$ cat src/rtl/dds_load_sched.sv
// AD9850 parallel-load scheduler: arbitrates a master-reset request and two tuning-word
// requesters, then bit-bangs the 5-byte load (W0..W4) followed by an FQ_UD strobe.
module dds_load_sched #(
  parameter int CLK_DIV    = 2,
  parameter int RST_CYCLES = 8
) (
  input  logic        clk_sys,
  input  logic        rst,
  input  logic        init_req,
  input  logic        a_req,
  input  logic [31:0] a_word,
  input  logic [4:0]  a_phase,
  output logic        a_ack,
  input  logic        b_req,
  input  logic [31:0] b_word,
  input  logic [4:0]  b_phase,
  output logic        b_ack,
  output logic        init_ack,
  output logic        busy,
  output logic        last_src,
  output logic        dds_reset,
  output logic        w_clk,
  output logic        fq_ud,
  output logic [7:0]  data
);

  typedef enum logic [2:0] {S_IDLE, S_RESET, S_BYTE_LO, S_BYTE_HI, S_UPDATE} state_t;

  localparam logic [7:0] DIV_LAST = 8'(CLK_DIV - 1);
  localparam logic [7:0] RST_LAST = 8'(RST_CYCLES - 1);

  state_t      r_state;
  state_t      w_state_next;
  logic [7:0]  r_cnt;
  logic [2:0]  r_idx;
  logic [31:0] r_word;
  logic [7:0]  r_data;
  logic        r_a_ack;
  logic        r_b_ack;
  logic        r_init_ack;
  logic        r_last_src;

  logic        w_cnt_done;
  logic        w_grant_b;
  logic        w_load;
  logic [7:0]  w_byte_next;

  assign w_cnt_done = (r_cnt == ((r_state == S_RESET) ? RST_LAST : DIV_LAST));
  // On contention the requester that did not win last time gets the grant.
  assign w_grant_b  = b_req & (~a_req | ~r_last_src);
  assign w_load     = (r_state == S_IDLE) & ~init_req & (a_req | b_req);

  always_comb begin
    case (r_idx)
      3'd0:    w_byte_next = r_word[31:24];
      3'd1:    w_byte_next = r_word[23:16];
      3'd2:    w_byte_next = r_word[15:8];
      default: w_byte_next = r_word[7:0];
    endcase
  end

  always_ff @(posedge clk_sys) begin
    if (rst) r_state <= S_IDLE;
    else     r_state <= w_state_next;
  end

  always_comb begin
    w_state_next = r_state;
    case (r_state)
      S_IDLE: begin
        if (init_req)    w_state_next = S_RESET;
        else if (w_load) w_state_next = S_BYTE_LO;
      end
      S_RESET:   if (w_cnt_done) w_state_next = S_IDLE;
      S_BYTE_LO: if (w_cnt_done) w_state_next = S_BYTE_HI;
      S_BYTE_HI: if (w_cnt_done) w_state_next = (r_idx == 3'd4) ? S_UPDATE : S_BYTE_LO;
      S_UPDATE:  if (w_cnt_done) w_state_next = S_IDLE;
      default:   w_state_next = S_IDLE;
    endcase
  end

  always_ff @(posedge clk_sys) begin
    if (rst) begin
      r_cnt      <= '0;
      r_idx      <= '0;
      r_word     <= '0;
      r_data     <= '0;
      r_a_ack    <= 1'b0;
      r_b_ack    <= 1'b0;
      r_init_ack <= 1'b0;
      r_last_src <= 1'b1;
    end else begin
      r_a_ack    <= 1'b0;
      r_b_ack    <= 1'b0;
      r_init_ack <= 1'b0;
      r_cnt      <= (r_state == S_IDLE || w_cnt_done) ? 8'd0 : r_cnt + 8'd1;
      if (r_state == S_IDLE) begin
        if (init_req) begin
          r_init_ack <= 1'b1;
        end else if (w_load) begin
          r_a_ack    <= ~w_grant_b;
          r_b_ack    <= w_grant_b;
          r_last_src <= w_grant_b;
          r_word     <= w_grant_b ? b_word : a_word;
          r_idx      <= '0;
          r_data     <= {(w_grant_b ? b_phase : a_phase), 3'b000};
        end
      end
      // Next byte is presented as BYTE_HI ends, so it is stable for the whole BYTE_LO.
      if (r_state == S_BYTE_HI && w_cnt_done && r_idx != 3'd4) begin
        r_idx  <= r_idx + 3'd1;
        r_data <= w_byte_next;
      end
    end
  end

  always_comb begin
    dds_reset = (r_state == S_RESET);
    w_clk     = (r_state == S_BYTE_HI);
    fq_ud     = (r_state == S_UPDATE);
    busy      = (r_state != S_IDLE);
    data      = r_data;
    a_ack     = r_a_ack;
    b_ack     = r_b_ack;
    init_ack  = r_init_ack;
    last_src  = r_last_src;
  end

endmodule

$ cat config.mk
export PLATFORM = sky130hd
export DESIGN_NAME = dds_load_sched
export DESIGN_NICKNAME = d
export VERILOG_FILES = /design/src/rtl/dds_load_sched.sv
export SDC_FILE = /design/constraint.sdc
export NUM_CORES = 1
export LEC_CHECK = 0
export ABC_AREA = 1
export CAP_MARGIN = 20
export CELL_PAD_IN_SITES_DETAIL_PLACEMENT = 1
export CELL_PAD_IN_SITES_GLOBAL_PLACEMENT = 1
export CORE_MARGIN = 2
export CORE_UTILIZATION = 34
export CTS_CLUSTER_SIZE = 14
export DETAILED_ROUTE_END_ITERATION = 8
export MAX_ROUTING_LAYER = met4
export PLACE_DENSITY_LB_ADDON = 0.1
export SYNTH_ARGS = -nofsm -noshare
export SYNTH_HDL_FRONTEND = slang
export SYNTH_SLANG_ARGS = --single-unit
$ cat constraint.sdc
create_clock -name clk_sys -period 2.8 [get_ports clk_sys]
set_input_delay 0.28 -clock clk_sys [delete_from_list [all_inputs] [get_ports clk_sys]]
set_output_delay 0.28 -clock clk_sys [all_outputs]
set_load 0.1 [all_outputs]
==> metrics.yaml <==
use_met3_pct: 4.427
r2r_slack_ps: 890
postCtsSetupBuffers: 0
cts_root_buf: "clkbuf_8"
drt_iter0_drc: 97
crit_family: "simple AND/OR/NAND/NOR gates"
hold_viol: 0
core_area_sq_um: 8175
mostFrequentLayoutCells: "nand2_1 (162), clkdlybuf4s50_1 (78), nand3_1 (65), dfxtp_1 (58), nor2_1 (35)"
crit_type: "reg2reg"
initial_utilization_pct: 34.77
path_cells: "inv_1 -> ha_1 -> inv_1 -> nor2_1 -> nor2_1 -> nand3_1 -> nand2_1 -> o21ai_0 -> a21oi_1"
ys_seq_area_share_pct: 40.85
syn-mean-instance-area_sq_um: 6.768
p_leak_nw: 1.736
dieHeight_microns: 95.44
rr_endpoint: "data[4]"
ir_worst_vdd_mv: 0.2643
post-route-period-util_pct: 68.28
finalSetupViolations: 0
die_w_microns: 95.44
wirelength_microns: 8421
ys_ff_latch: 58
grt.overflow.total: 0
syn_area_sq_um: 2843
grt.total_usage_pct: 20.38
row_count: 33
hold_path_depth: 2
fin_skew_ps: 10.34
synth_warnings: 0
critPathSlowestCell: "dfxtp_1"
path_max_fanout: 7
synth_fp_nets: 504
crit_required_ps: 3010
critPathLaunchType: "flip-flop"
top_level_ports: 95
drive_gt1_share_pct: 8.478
min_path_type: "reg2reg"
min_period_ps: 1912
synthTopCellsByArea: "dfxtp_1 (41%), nand2_1 (21%), nand3_1 (11%), nor2_1 (4.6%), inv_1 (3.6%)"
drt-pass1-iter-count: 4
top_usage_layer: "met2"
power_density_nw_per_um2: 713.9
maxCapViolCount: 0
final_max_slew_viol_count: 0
antenna_found_initial: 0
use_met2_pct: 33.51
grt_util_met1_pct: 24.71
clock_path_buffers: 2
vias: 2984
postCtsResizedCells: 0
diodes: 0
synthToLayoutAreaGrowth_pct: 41.20
dp_hpwl_microns: 6432
critPathArrivalTime_ps: 2130
ant_nets: 0
cts_hold_buf: 0
n_fill_cell: 1049
viasPerCell: 4.782
wl_per_cell_microns: 13.50
dp.cells: 609
grt_pass1_vias: 3015
tightest_slew_ps: 489.9
cp-end-kind: "flip-flop"
r2r_start: "r_idx[0]"
cp_num_buf_inv: 2
numCtsBuffers: 9
fmax_ghz: 0.5231
reg2reg_depth: 9
cts_tree: "yes"
final_common_cell: "nand2_1"
clk_latency_ps: 350
rsz0062_at_grt: "no"
portBuffers: 94
slowest_delay_ps: 340
status: "complete, no violations"
synth_cell_type_count: 28
synth_top_area_share_pct: 40.85
place.gp.congestion: 0.7798
whs_endpoint: "r_word[8]"
cts.sink_count: 58
yosysTopAreaCell: "dfxtp_1"
clkTransAtPathRegs_ps: 70
maxSlewHeadroom_pct: 67.22
grt_pass1_wl_microns: 13870
tns_ps: 0
layout.cells.non_filler: 624
hp-start: "r_word[8]"
synthCells: 420
drc: 0
grt_max_degree: 35
final_nets: 599
dieArea_sq_um: 9109
ctsHtreeMaxLevel: 3
[cell families after synthesis]
family / synth area share [%]
adders and majority gates: 2.201
AOI/OAI and AO/OA: 6.382
buffers and inverters: 7.438
DFF: 40.84
and+or+nand+nor: 41.90
xor gates and xnor gates: 1.233
[tightest hold or removal path, stage by stage (launching register included)]
cell and delay (ps):
dfxtp_1 330, nand2_1 50, nand3_1 70
[final cells by class]
| type | instances | area [sq um] | share of cell area, % |
|---|---|---|---|
| multi-input combinational | 318 | 1470 | 36.63 |
| sequential | 58 | 1161 | 28.93 |
| timing repair buffer | 99 | 938.4 | 23.38 |
| clock buffer | 13 | 168.9 | 4.208 |
| tap | 105 | 131.4 | 3.273 |
| inverter | 29 | 108.9 | 2.712 |
| clock inverter | 2 | 35.03 | 0.8728 |
[flip-flops by register name, indices dropped and copies added, names as in the netlist]
name	flops
a_ack	1
r_state	3
init_ack	1
r_cnt	8
data	8
r_word	32
r_idx	3
last_src	1
b_ack	1
[how the worst max path moves through the flow]
| stage | startpoint | depth (start not counted) | slack (ps) | endpoint |
|---|---|---|---|---|
| finish | r_idx[0] | 9 | 890 | data[4] |
| detailed placement | b_req | 8 | 650 | r_word[29] |
| global placement | b_req | 8 | 710 | r_word[20] |
| global route | r_idx[0] | 9 | 710 | data[4] |
| CTS | r_idx[0] | 9 | 910 | data[4] |
| floorplan | r_state[2] | 2 | 1 | fq_ud |
[Yosys cell counts]
cell type,instances
clkbuf_1,2
buf_4,2
dfxtp_1,58
o211ai_1,4
xnor2_1,1
nand2_4,1
a21oi_1,16
nand3_1,65
inv_1,27
nor3b_1,2
ha_1,5
inv_2,1
nor3_1,5
nand3_2,1
a211oi_1,1
nor2_4,3
nand2_1,162
a21oi_4,1
o21ai_1,3
nor2_1,35
xor2_1,3
buf_2,7
o21ai_0,4
nor2_2,1
o211ai_2,1
clkinv_1,1
buf_6,4
nand4_1,4
[where the power goes]
group	internal (mW)	switching, mW
registers	0.954	0.0929
logic	0.315	0.691
clock network	0.478	0.335
total	1.75	1.12
[through the flow]
step	area, sq um	total power, mW	setup slack (ps)	hold WS [ps]	utilization (%)
CTS	4014	2.888	914.9	479.6	49.10
global route	4014	3.027	712.5	498.6	49.10
global placement	3810	2.061	707.5	449.9	46.60
finish	4014	2.866	888.2	473.1	49.10
detailed placement	3810	2.078	645.7	462.2	46.60
floorplan	2843	1.766	1.352	393.2	-
[per-layer routing]
layer / vias up / routed length (microns)
met2: 73 / 3963
met5: - / 0
met1: 1365 / 3903
met4: 0 / 107
li1: 1536 / -
met3: 10 / 446
Power figures use the tool's default switching activity.
